<file path="config.mk">
export PLATFORM = sky130hd
export DESIGN_NAME = fifo_write_arbiter
export DESIGN_NICKNAME = d
export VERILOG_FILES = /design/src/rtl/fifo_write_arbiter.sv
export SDC_FILE = /design/constraint.sdc
export NUM_CORES = 1
export LEC_CHECK = 0
export BUFFER_PORTS_ARGS = -buffer_cell sky130_fd_sc_hd__clkbuf_2
export CORE_UTILIZATION = 50
export DETAILED_ROUTE_END_ITERATION = 8
export GPL_ROUTABILITY_DRIVEN = 0
export GPL_TIMING_DRIVEN = 0
export PLACE_DENSITY_LB_ADDON = 0.3
export SYNTH_ARGS = -nofsm -noshare
export SYNTH_HDL_FRONTEND = slang
export SYNTH_SLANG_ARGS = --single-unit
</file>
<file path="constraint.sdc">
create_clock -name write_clk -period 3.5 [get_ports write_clk]
set_clock_uncertainty 0.2 [all_clocks]
set_input_delay 0.35 -clock write_clk [delete_from_list [all_inputs] [get_ports write_clk]]
set_output_delay 0.35 -clock write_clk [all_outputs]
set_load 0.005 [all_outputs]
</file>
<file path="src/rtl/fifo_write_arbiter.sv">
// Round-robin write-port arbiter for the async FIFO write side.
// Bounded bursts, w_full back-pressure, ownership and stall statistics.
module fifo_write_arbiter #(
    parameter int NUM_REQ    = 4,
    parameter int DATA_WIDTH = 8,
    parameter int MAX_BURST  = 4,
    localparam int IDW = (NUM_REQ > 1) ? $clog2(NUM_REQ) : 1
) (
    input  logic                          write_clk,
    input  logic                          reset,
    input  logic [NUM_REQ-1:0]            req_valid,
    input  logic [NUM_REQ*DATA_WIDTH-1:0] req_data,
    output logic [NUM_REQ-1:0]            req_ready,
    input  logic                          w_full,
    output logic                          w_en,
    output logic [DATA_WIDTH-1:0]         w_data,
    output logic [IDW-1:0]                owner_id,
    output logic                          owner_valid,
    output logic [15:0]                   stall_cnt
);

    typedef enum logic {S_IDLE, S_GRANT} state_t;

    state_t                r_state;
    state_t                w_state_nxt;
    logic [IDW-1:0]        r_owner;
    logic [IDW-1:0]        r_rr_ptr;
    logic [3:0]            r_burst;
    logic [15:0]           r_stall;
    logic [IDW-1:0]        w_owner_nxt;
    logic [IDW-1:0]        w_rr_nxt;
    logic [IDW-1:0]        w_rr_inc;
    logic [3:0]            w_burst_nxt;
    logic [IDW-1:0]        w_pick;
    logic                  w_pick_vld;
    logic                  w_grant;
    logic                  w_own_vld;
    logic                  w_xfer;
    logic                  w_stall;
    logic                  w_last;
    logic [DATA_WIDTH-1:0] w_words [NUM_REQ];

    for (genvar g = 0; g < NUM_REQ; g++) begin : g_lane
        assign w_words[g] = req_data[g*DATA_WIDTH +: DATA_WIDTH];
    end

    assign w_grant   = (r_state == S_GRANT);
    assign w_own_vld = req_valid[r_owner];
    assign w_xfer    = w_grant && w_own_vld && !w_full;
    assign w_stall   = w_grant && w_own_vld && w_full;
    assign w_last    = (r_burst == 4'(MAX_BURST - 1));
    assign w_rr_inc  = (r_owner == IDW'(NUM_REQ - 1)) ? '0 : r_owner + 1'b1;

    // Descending scan so the lowest offset from rr_ptr wins.
    always_comb begin
        logic [IDW-1:0] idx;
        w_pick     = '0;
        w_pick_vld = 1'b0;
        idx        = '0;
        for (int i = NUM_REQ - 1; i >= 0; i--) begin
            idx = IDW'((int'(r_rr_ptr) + i) % NUM_REQ);
            if (req_valid[idx]) begin
                w_pick     = idx;
                w_pick_vld = 1'b1;
            end
        end
    end

    always_comb begin
        w_state_nxt = r_state;
        w_owner_nxt = r_owner;
        w_burst_nxt = r_burst;
        w_rr_nxt    = r_rr_ptr;
        unique case (r_state)
            S_IDLE: begin
                if (w_pick_vld) begin
                    w_owner_nxt = w_pick;
                    w_burst_nxt = '0;
                    w_state_nxt = S_GRANT;
                end
            end
            S_GRANT: begin
                if (!w_own_vld) begin
                    w_state_nxt = S_IDLE;
                    w_rr_nxt    = w_rr_inc;
                end else if (w_xfer) begin
                    w_burst_nxt = r_burst + 4'd1;
                    if (w_last) begin
                        w_state_nxt = S_IDLE;
                        w_rr_nxt    = w_rr_inc;
                    end
                end
            end
            default: w_state_nxt = S_IDLE;
        endcase
    end

    always_ff @(posedge write_clk or negedge reset) begin
        if (!reset) begin
            r_state  <= S_IDLE;
            r_owner  <= '0;
            r_rr_ptr <= '0;
            r_burst  <= '0;
            r_stall  <= '0;
        end else begin
            r_state  <= w_state_nxt;
            r_owner  <= w_owner_nxt;
            r_rr_ptr <= w_rr_nxt;
            r_burst  <= w_burst_nxt;
            if (w_stall && (r_stall != 16'hFFFF)) begin
                r_stall <= r_stall + 16'd1;
            end
        end
    end

    always_comb begin
        req_ready = '0;
        if (w_grant) begin
            req_ready[r_owner] = !w_full;
        end
    end

    assign w_en        = w_xfer;
    assign w_data      = w_xfer ? w_words[r_owner] : '0;
    assign owner_id    = r_owner;
    assign owner_valid = w_grant;
    assign stall_cnt   = r_stall;

endmodule

</file>
# After elaboration in Yosys (flattened, before gate mapping)
# Cells that the tools add are included.
[op_classes]
mux = 38
order_cmp = 7
reduce_logical = 9
eq_ne = 8
add_sub_neg = 6
n_bitwise = 3
[ops]
columns = ["op", "count"]
rows = [
  ["$mux W8", 3],
  ["$add A16 B1 Y16 const B", 1],
  ["$bmux W8 S2", 1],
  ["$mux W2", 8],
  ["$mux W4", 4],
  ["$ne A16 B16 Y1 const B", 1],
  ["$lt A2 B3 Y1 const B", 5],
  ["$mux W1", 14],
  ["$bmux W1 S2", 5],
  ["$ne A2 B1 Y1 const B", 4],
  ["$pmux W4 S2", 1],
  ["$reduce_and A3 Y1", 2],
  ["$logic_and A1 B1 Y1", 5],
  ["$add A2 B1 Y2 const B", 2],
  ["$add A2 B2 Y2 const B", 2],
  ["$add A4 B1 Y4 const B", 1],
  ["$and A4 B4 Y4", 1],
  ["$eq A4 B2 Y1 const B", 1],
  ["$ge A3 B3 Y1 const B", 1],
  ["$not A2 Y3", 1],
  ["$demux W1 S2", 1],
  ["$eq A2 B2 Y1 const B", 1],
  ["$ge A2 B1 Y1 const B", 1],
  ["$ne A2 B2 Y1 const B", 1],
  ["4 further kinds", 4],
]
[word_totals]
input_bits = 39
output_inout_bits = 32
ff_bits = 25

# Logic depth before layout (Yosys ltp)
# Gate-level depths: netlist (run 1).
[logic_depth]
word_depth = 9
ltp_mapped = 6

# Least setup slack after synthesis (run 1)
# Ideal clock, no wire load.
[synth_path]
kind = "flip-flop to flip-flop"
start = "reg r_owner[0] (netlist: owner_id[0])"
end = "reg r_rr_ptr[1]"
stages_incl_launch_ff = 6
setup_slack_ns = 1.442
period_less_slack_ns = 2.058
t_arrival_ns = 1.730
required_ns = 3.173
path_cell_list = "dfrtp_1 -> mux4_2 -> buf_2 -> o41ai_1 -> and2_1 -> mux2_1"
[synth_via]
elab_chain_cells = 6
elab_cells_between_ends = 13
[synth_lines]
columns = ["element", "line_no", "rtl"]
rows = [
  ["from (decl)", "26", "logic [IDW-1:0] r_owner;"],
  ["from (signal assigned)", "107", "r_owner <= w_owner_nxt;"],
  ["$bmux W1 S2", "48", "assign w_own_vld = req_valid[r_owner];"],
  ["$mux W1 (implied by the code)", "48", ""],
  ["$logic_and A1 B1 Y1 (2 in a row)", "49", "assign w_xfer = w_grant && w_own_vld && !w_full;"],
  ["$ne A2 B1 Y1 (no line)", "-", ""],
  ["$reduce_and A3 Y1 (no line)", "-", ""],
  ["to (signal assigned)", "108", "r_rr_ptr <= w_rr_nxt;"],
  ["to (decl)", "27", "logic [IDW-1:0] r_rr_ptr;"],
]
# Parallel ways exist; a longest one is shown, timed or not. The select of a mux whose other input is x is not followed.
# A chain may end at the register's enable or synchronous reset.

# Worst setup path in the final report (run 1)
[layout_path]
start = "reg r_owner[0] (netlist: owner_id[0])"
end = "out w_data[0]"
[layout_via]
elab_chain_cells = 5
elab_cells_between_ends = 9
[layout_lines]
columns = ["element", "line_no", "rtl"]
rows = [
  ["$not A2 Y3 (implied by the code) / $bmux W1 S2 (equally long branches)", "124, 48", ""],
  ["$bmux W8 S2 / $mux W1 (equally long branches)", "124, 48", ""],
  ["$mux W8 (implied by the code) / $logic_and A1 B1 Y1 (equally long branches) (2 in a row)", "124, 49", ""],
  ["$mux W8 *", "124", "assign w_data = w_xfer ? w_words[r_owner] : '0;"],
  ["to (decl)", "16", "output logic [DATA_WIDTH-1:0] w_data,"],
]
# Every way passes the cells marked *; elsewhere a longest branch is shown, timed or not. The select of a mux whose other input is x is not followed.

==> summary.txt, run 1 <==
Run status
  • Outcome: finished, violations left
  • Failing checks: DRC

Route
  • # DRC: 2
  • Routed WL: 3590 um
  • Avg WL per Cell: approximately 14 um
  • Via count of the routed design: 1427
  • DRT iter0 DRCs: 78
  • Vias/cell: between 5 and 6
  • Post-route ant nets: 0
  • Pre-Repair DR Iteration Count: 9

Pwr
  • Switching Share: 0.395
  • Total power: 1.13 mW
  • Pwr dens: 571 nW/um^2
  • Psw: 447 uW
  • Logic pwr share: 0.494
  • P_int: about 690 uW
  • Leakage: 0.998 nW
  • Seq pwr share: 0.397
  • Clk pwr share: 0.109
  • Peak VDD IR: between 400 and 500 uV

Global routing
  • First-pass GRT wire length: 6070 um
  • Initial antenna violation count: 0
  • Vias in the first global route: 1357
  • Gr ovfl total: 0
  • GRT Overall Usage: 0.236
  • Pin count of the biggest net entering global routing: 26

Cells and area
  • Fraction of layout cells with a size suffix above 1: 0.408
  • Final core utilization: 0.695
  • Register Area: 626 um^2
  • # fillers: 249
  • Area grow syn2layout: 27.3%
  • Ant. Diodes: 0
  • Post-Layout Cell Count: 249
  • Area taken by multi-input logic gates: 873 um^2
  • Fin nets: 264

Setup path
  • Critical Path Fanout Max: 10
  • Slowest stage delay, CP: 0.55 ns
  • CP Class: flop to primary output
  • Crit path launch type: flop
  • WP data required: 2.95 ns
  • Slowest CP cell: mux4_2
  • Crit path capture type: primary output
  • Critical path, cell by cell: buf_2 -> mux4_2 -> and3_1 -> clkbuf_2
  • Top Family by Delay on Critical Path: multiplexers
  • WP buf/inv: 2
  • Arrival time at the worst endpoint: 2.00 ns

Synth
  • Simple-gate share of the synthesized area: 0.186
  • Post-synthesis cell type count: 32
  • Main combinational cell family by area after synthesis: simple AND/OR/NAND/NOR gates
  • Post-synth top area share: 0.402
  • Syn_nets: 188
  • Top post-synthesis cells by area: dfrtp_1, mux4_2, xnor2_1, ha_1, and3_1
  • Syn Inst Count: 143
  • Mean Syn Cell Area: 10.9 um^2
  • Multiplexer area fraction after synthesis: 0.151
  • Sequential-to-total area share from yosys stat: 0.402
  • XOR/XNOR share of the synthesized area: 0.0843
  • Cell Area, Synth: 1560 um^2
  • Yosys warns: 0
  • Post-synth top area cell: dfrtp_1
  • Compound-Gate Fraction of Synth Area: 0.0908
  • Adder-cell share of the synthesized area: 0.0482
  • Flops & latches, synth: 25

STA
  • Final Max Slew Viols: 0
  • Hold Vio Cnt, Final: 0
  • Fin crit share: 0.728
  • Final setup viols: 0
  • Minimum clock period: 2.55 ns
  • RSZ-0062 raised after global routing: false
  • Slew margin rel.: 0.480
  • Setup_tns: 0 ns
  • Final setup margin: roughly 0.95 ns
  • Slew @ Worst Pin: approximately 0.77 ns
  • Max Clock Freq: 0.393 GHz

Die
  • Die width: ~58 um
  • Row Count: 19
  • # IOs: between 70 and 80
  • Starting Density: 0.546
  • Die area: 3340 um^2
  • Die height: around 58 um
  • Core area: 2850 um^2

Clock tree
  • Num CTS Buffers: 3
  • H-Tree Depth: 1
  • CTS tree: built
  • CTS Hold Bufs: 1
  • CTS max path bufs: 2
  • Clock latency on the worst-skew pair: 0.31 ns
  • Sink Count: 25
  • Clk slew on worst S/H paths: 0.12 ns
  • Post-CTS Resized: 0
  • Post-CTS Repair Setup Buffers: 0
  • CTS root buf: clkbuf_4

Worst hold path
  • Hold Crit Class: input port to flop

Flow run
  • Max cap viols: 0

Placed design
  • Count of input and output buffers: 70
  • Pre-CTS setup slack: 1.24 ns
  • Placed cell count: 244
  • Post-DP HPWL: 2910 um
-- cells by family (layout without fill, tap and decap cells) --
family / count (synthesis) / after routing
mux: 12 / 12
fa+ha+maj: 6 / 6
compound gates: 18 / 18
flops: 25 / 25
xor+xnor: 15 / 15
buf+inv: 13 / 88
simple gates: 54 / 54
-- sequential cells by signal, indices dropped and copies added, names as in the netlist --
signal,flops
owner_valid,1
owner_id,2
stall_cnt,16
r_burst,4
r_rr_ptr,2
-- worst paths after layout --
check	start	to	cells past startpoint	slack, ns
worst max-delay path	owner_id[0]	w_data[0]	4	0.95
worst min-delay path	w_full	owner_valid	3	0.22
worst max register to register	owner_id[0]	r_rr_ptr[1]	5	1.22
worst min register to register	r_burst[3]	r_burst[3]	1	0.30
max in group asynchronous	reset	stall_cnt[13]	2	2.35
min in group asynchronous	reset	r_burst[2]	2	0.36
-- cell usage in the layout, fill, tap and decap left out, drive strengths merged, types with 3 or more instances in the layout --
| cell | instances |
|---|---|
| o21ai | 4 |
| dfrtp | 25 |
| nand2 | 10 |
| inv | 8 |
| and2 | 5 |
| nand4 | 10 |
| ha | 6 |
| buf | 3 |
| and3 | 11 |
| xnor2 | 14 |
| mux4 | 9 |
| nand3 | 9 |
| clkbuf | 76 |
| a21oi | 3 |
| nor2 | 6 |
-- final cells by class --
| cell class | instances | share of cell area |
|---|---|---|
| Buffer | 5 | 0.0145 |
| Clock buffer | 4 | 0.0132 |
| Sequential cell | 25 | 0.315 |
| Tap cell | 31 | 0.0196 |
| Timing Repair Buffer | 71 | 0.182 |
| Multi-Input combinational cell | 105 | 0.440 |
| Inverter | 8 | 0.0151 |
-- cell usage after synthesis --
library cell,instances
a21oi_1,3
o41ai_2,1
xor2_1,1
mux2_2,1
o22ai_1,1
xnor2_1,14
dfrtp_1,25
nand3_2,1
and3_1,11
buf_6,1
mux2_1,1
o41ai_1,1
o21ai_0,4
mux4_2,9
clkbuf_1,2
o21a_1,1
nand3_1,8
nor3_1,2
nand4_1,10
o31ai_1,2
o211ai_1,2
nand2_1,10
ha_1,6
buf_2,2
nor2_1,6
inv_1,8
mux2i_1,1
and2_1,5
a2111oi_0,1
a31oi_4,1
nor3b_1,1
a21o_1,1
-- metal layers --
metal	vias to the layer above	part of all wire	track usage	routed length (um)
li1	677	-	-	-
met5	-	0	0	0
met4	0	0.019	0.0680	68
met3	6	0.056	0.0491	200
met1	694	0.42	0.303	1500
met2	50	0.51	0.406	1820
-- power groups by stage --
stage          logic [mW]  registers, mW  clock network [mW]
2_1_floorplan       0.372          0.440                   0
3_3_place_gp        0.535          0.447                   0
3_5_place_dp        0.560          0.456                   0
4_1_cts             0.564          0.449               0.127
5_1_grt             0.621          0.461               0.140
6_report            0.560          0.449               0.123
-- metrics by stage --
step	area, um^2	hold WS, ns
3_5_place_dp	1950	0.180
3_3_place_gp	1950	0.176
6_report	1980	0.218
4_1_cts	1980	0.217
2_1_floorplan	1560	-0.146
5_1_grt	1980	0.247
-- worst register-to-register path: stages (launching register included) --
cell and delay [ns]:
dfrtp_1 0.50, mux4_2 0.57, buf_2 0.19, o41ai_1 0.10
and2_1 0.27, mux2_1 0.34
Power figures use the tool's default switching activity.
==> run 2, diff against run 1 <==
--- a/config.mk
+++ b/config.mk
@@ -6,7 +6,7 @@
 export NUM_CORES = 1
 export LEC_CHECK = 0
 export BUFFER_PORTS_ARGS = -buffer_cell sky130_fd_sc_hd__clkbuf_2
-export CORE_UTILIZATION = 50
+export CORE_UTILIZATION = 42
 export DETAILED_ROUTE_END_ITERATION = 8
 export GPL_ROUTABILITY_DRIVEN = 0
 export GPL_TIMING_DRIVEN = 0
==> constraint.sdc (replaced) <==
create_clock -name write_clk -period 2.32 [get_ports write_clk]
set_clock_uncertainty 0.2 [all_clocks]
set_input_delay 0.232 -clock write_clk [delete_from_list [all_inputs] [get_ports write_clk]]
set_output_delay 0.232 -clock write_clk [all_outputs]
set_load 0.005 [all_outputs]
==> run 2 against run 1 <==
Sequential cell count is the same. Critical path depth is the same. Core utilization shrank 11 points. Via count shrank 0.21%. Cell count grew 6.0%. Register-to-register slack lost 1.1 ns. Non-clock buffer count is the same. Highest routed layer unchanged. The run now ends clean. Sequential share of layout area shrank 0.66 points.
==> summary.txt, run 2 (synthesis results as in run 1) <==
Run status
  • Outcome: complete, no violations

STA
  • Final setup margin: 0.0905 ns
  • RSZ-0062 raised after global routing: false
  • Slew @ Worst Pin: between 0.8 and 0.9 ns
  • Minimum clock period: 2.23 ns
  • Final Max Slew Viols: 0
  • Setup_tns: 0 ns
  • Max Clock Freq: 0.449 GHz
  • Hold Vio Cnt, Final: 0
  • Worst hold slack: 0.166 ns
  • Slew margin rel.: 0.448
  • Final setup viols: 0
  • Fin crit share: 0.961

Route
  • Avg WL per Cell: 14.3 um
  • Post-route ant nets: 0
  • Vias/cell: 5.39
  • DRT iter0 DRCs: 85
  • Routed WL: 3770 um
  • Via count of the routed design: ~1400
  • # DRC: 0
  • Pre-Repair DR Iteration Count: 4

Cells and area
  • Fin nets: 264
  • Ant. Diodes: 0
  • Area grow syn2layout: 30.3%
  • Commonest non-fill, non-tap cells in the layout: clkbuf_2, dfrtp_1, xnor2_1
  • Max reg flops: 16
  • Fraction of layout cells with a size suffix above 1: 0.427
  • Most common cell after layout, fill and taps aside: clkbuf_2

Setup path
  • Crit path launch type: flop
  • Critical Path Fanout Max: 10
  • Arrival time at the worst endpoint: 1.80 ns
  • CP Class: flop to primary output
  • RR Endpoint: r_rr_ptr[1]
  • Worst reg2reg setup slack: approximately 0.15 ns
  • WP data required: 1.89 ns
  • Worst Reg-to-Reg Cells: 5
  • Crit path capture type: primary output
  • Reg2reg start: owner_id[0]

Die
  • Die height: 62.9 um
  • Starting Density: 0.453
  • Die width: around 63 um
  • Row Count: 21
  • Core area: around 3400 um^2
  • Die area: 3960 um^2
  • # IOs: 71

Clock tree
  • CTS max path bufs: 2
  • Post-CTS Repair Setup Buffers: 0
  • CTS root buf: clkbuf_8
  • Sink Count: 25
  • H-Tree Depth: 1
  • CTS tree: built
  • Num CTS Buffers: 3
  • Clk slew on worst S/H paths: 0.08 ns
  • Clock latency on the worst-skew pair: between 0.2 and 0.3 ns

Global routing
  • GRT Overall Usage: 0.202
  • Initial antenna violation count: 0
  • Gr ovfl total: 0
  • Pin count of the biggest net entering global routing: 26
  • Vias in the first global route: around 1400
  • First-pass GRT wire length: 6290 um

Worst hold path
  • Worst Hold Depth: 3
  • Hold Crit Class: input port to flop
  • Hold path start: req_valid[3]
  • Hold path endpoint: owner_id[1]

Pwr
  • Leakage: 1.01 nW
  • Peak VDD IR: 510 uV
  • Pwr dens: 879 nW/um^2
  • Total power: 1.78 mW

Placed design
  • Pre-CTS setup slack: about 0.11 ns
  • Post-DP HPWL: 3000 um
  • Count of input and output buffers: 70

Flow run
  • Max cap viols: 0
run 2: changes by cell type in the layout (fill, tap and decap cells not counted):
cell      change
clkbuf_8      +3
clkbuf_1      -2
clkbuf_4      -3
nand2_1       -1
dfrtp_1       -1
dfrtp_2       +1
buf_2         -1
clkinv_2      +1
nand2_2       +1
clkbuf_2      +1
buf_4         +1
run 2: worst max-delay path, cell delays in order (launching register included):
cell and delay [ns]:
dfrtp_2 0.46, buf_4 0.24, mux4_2 0.53, and3_1 0.20, clkbuf_2 0.11
run 2: area by class of cell:
type	instances	area, um^2
multi-input cells	105	876
flip-flops and latches	25	627
clock buffers	3	41.3
repair buffers	71	360
plain buffers	5	32.5
clock inverters	1	5.00
well taps	46	57.6
fillers	321	1410
inverters	8	30.0
run 2: how the worst max path moves through the flow:
stage	start	to	slack, ns	cells after the start
3_5_place_dp	owner_id[0]	r_rr_ptr[1]	0.11	5
5_1_grt	owner_id[0]	w_data[2]	0.01	4
2_1_floorplan	owner_id[0]	r_rr_ptr[1]	0.26	5
3_3_place_gp	owner_id[0]	r_rr_ptr[1]	0.13	5
4_1_cts	owner_id[0]	w_en	0.02	5
6_report	owner_id[0]	w_data[2]	0.09	4
run 2: layer usage:
metal | part of all wire | GRT usage | vias to the layer above
met5 | 0 | 0 | -
met4 | 0.0096 | 0.0640 | 0
met3 | 0.044 | 0.0347 | 6
met2 | 0.50 | 0.339 | 51
met1 | 0.45 | 0.263 | 687
li1 | - | - | 680
run 2: power breakdown:
group          leakage, nW  switching (mW)  internal [mW]  total [mW]
combinational        0.657           0.417          0.431       0.848
clock               0.0255           0.136          0.120       0.256
sequential           0.330           0.140          0.541       0.680
run 2: repair_timing:
action | in CTS | in global routing
endpoints found under the setup margin | 8 | 9
resized for setup | 2 | 3
hold buffers | 1 | 0
endpoints found under the hold margin | 25 | 0
run 2: through the flow:
step / std cells / utilization / instance area, um^2
detailed placement: 259 / 0.571 / 1970
CTS: 264 / 0.589 / 2030
global route: 264 / 0.590 / 2030
floorplan: 143 / - / 1560
finish: 264 / 0.590 / 2030
global placement: 259 / 0.571 / 1970
==> run 3, diff against run 2 <==
--- a/config.mk
+++ b/config.mk
@@ -6,7 +6,7 @@
 export NUM_CORES = 1
 export LEC_CHECK = 0
 export BUFFER_PORTS_ARGS = -buffer_cell sky130_fd_sc_hd__clkbuf_2
-export CORE_UTILIZATION = 42
+export CORE_UTILIZATION = 34
 export DETAILED_ROUTE_END_ITERATION = 8
 export GPL_ROUTABILITY_DRIVEN = 0
 export GPL_TIMING_DRIVEN = 0
==> run 3 against run 2 <==
Clock power up 4%. Fmax up 0.29%. Worst setup slack better by 0.0064 ns. Via count fell by 0.14%. First-iteration DRC count shrank 47%. Total power about the same. Sequential share of layout area fell by 0.095 points. Sequential power decreased by 0.6%. Cell count grew 2.3%. Critical path type unchanged.
==> summary.txt, run 3 (synthesis results as in run 1) <==
Die
  • # IOs: 71
  • Row Count: 24
  • Die width: 69.7 um
  • Core area: 4380 um^2
  • Die height: ~70 um
  • Starting Density: 0.355
  • Die area: 4860 um^2

Worst hold path
  • Hold Crit Class: input port to flop

Route
  • DRT iter0 DRCs: 45
  • # DRC: 0
  • Post-route ant nets: 0
  • Via count of the routed design: 1422
  • Routed WL: 3770 um
  • Pre-Repair DR Iteration Count: 4
  • Avg WL per Cell: between 10 and 15 um
  • Vias/cell: approximately 5.3

Setup path
  • WP data required: 1.89 ns
  • Arrival time at the worst endpoint: 1.79 ns
  • CP Class: flop to primary output
  • Slowest stage delay, CP: between 0.5 and 0.6 ns
  • Slowest CP cell: mux4_2
  • Crit path launch type: flop
  • Critical path, cell by cell: mux4_2 -> buf_2 -> nand2_2 -> inv_1 -> clkbuf_2
  • Crit path capture type: primary output
  • Top Family by Delay on Critical Path: multiplexers
  • Critical Path Fanout Max: 10
  • WP buf/inv: 3

Global routing
  • Vias in the first global route: 1366
  • Gr ovfl total: 0
  • First-pass GRT wire length: 6440 um
  • GRT Overall Usage: 0.163
  • Initial antenna violation count: 0
  • Pin count of the biggest net entering global routing: 26

Flow run
  • Max cap viols: 0

STA
  • Minimum clock period: 2.22 ns
  • Final setup margin: 0.0970 ns
  • Fin crit share: 0.958
  • Max Clock Freq: 0.450 GHz
  • Final Max Slew Viols: 0
  • Slew margin rel.: 0.453
  • Slew @ Worst Pin: 0.812 ns
  • RSZ-0062 raised after global routing: true
  • Worst hold slack: 0.134 ns
  • Hold Vio Cnt, Final: 0
  • Final setup viols: 0

Cells and area
  • Ant. Diodes: 0
  • Most common cell after layout, fill and taps aside: clkbuf_2
  • Fin nets: 264
  • Commonest non-fill, non-tap cells in the layout: clkbuf_2, dfrtp_1, xnor2_1
  • Max reg flops: 16
  • Fraction of layout cells with a size suffix above 1: 0.422
  • Final core utilization: 0.464
  • Area grow syn2layout: 30.7%

Clock tree
  • Post-CTS Repair Setup Buffers: 0
  • CTS max path bufs: 2
  • H-Tree Depth: 1
  • CTS tree: built
  • CTS root buf: clkbuf_8
  • Clk slew on worst S/H paths: 0.09 ns
  • Sink Count: 25
  • Clock latency on the worst-skew pair: 0.27 ns
  • Num CTS Buffers: 3

Pwr
  • Peak VDD IR: 597 uV
  • Total power: 1.78 mW
  • Leakage: 1.01 nW
  • Pwr dens: 876 nW/um^2

Placed design
  • Pre-CTS setup slack: 0.115 ns
  • Post-DP HPWL: around 3000 um
  • Count of input and output buffers: 70

Run status
  • Outcome: complete, no violations
## run 3: what timing repair did
item	4_1_cts	5_1_grt
resized for setup	3	2
endpoints found under the hold margin	25	0
hold buffers	1	0
endpoints found under the setup margin	8	9
## run 3: worst min-delay path, stage by stage
cell and delay (ns):
clkbuf_2 0.12, o22ai_1 0.09, o21ai_0 0.13
## run 3: layer usage
metal | routed length (um) | global-route usage
met2 | 1840 | 0.290
met4 | 15 | 0.0200
met1 | 1610 | 0.201
met3 | 297 | 0.0494
met5 | 0 | 0
## run 3: cell type report
class,count,area (um^2)
Multi-Input combinational cell,105,876
Buffer,5,32.5
Fill cell,440,2350
Timing Repair Buffer,71,360
Clock buffer,4,45.0
Tap cell,52,65.1
Sequential cell,25,627
Inverter,8,30.0
## run 3: metrics by stage
step                      setup TNS [ns]  area [um^2]  instances
final                                  0         2040        270
after global routing             -0.0280         2040        270
after CTS                              0         2030        270
after detailed placement               0         1970        265
after global placement                 0         1970        265
after floorplan                        0         1560        143
## run 3: final timing paths
path,start,cells after the start,to,slack (ns)
worst max-delay path,owner_id[0],5,w_en,0.1
worst min register to register,r_burst[3],1,r_burst[3],0.29
max in group asynchronous,reset,2,owner_id[0],1.17
worst min-delay path,req_valid[3],3,owner_id[1],0.13
min in group asynchronous,reset,2,stall_cnt[8],0.30
worst max register to register,owner_id[0],5,r_rr_ptr[1],0.18
## run 3: power breakdown
part           leakage [nW]  total [mW]  internal [mW]  switching [mW]
Sequential            0.330       0.676          0.541           0.135
Clock                0.0228       0.266          0.123           0.143
Combinational         0.657       0.842          0.432           0.410
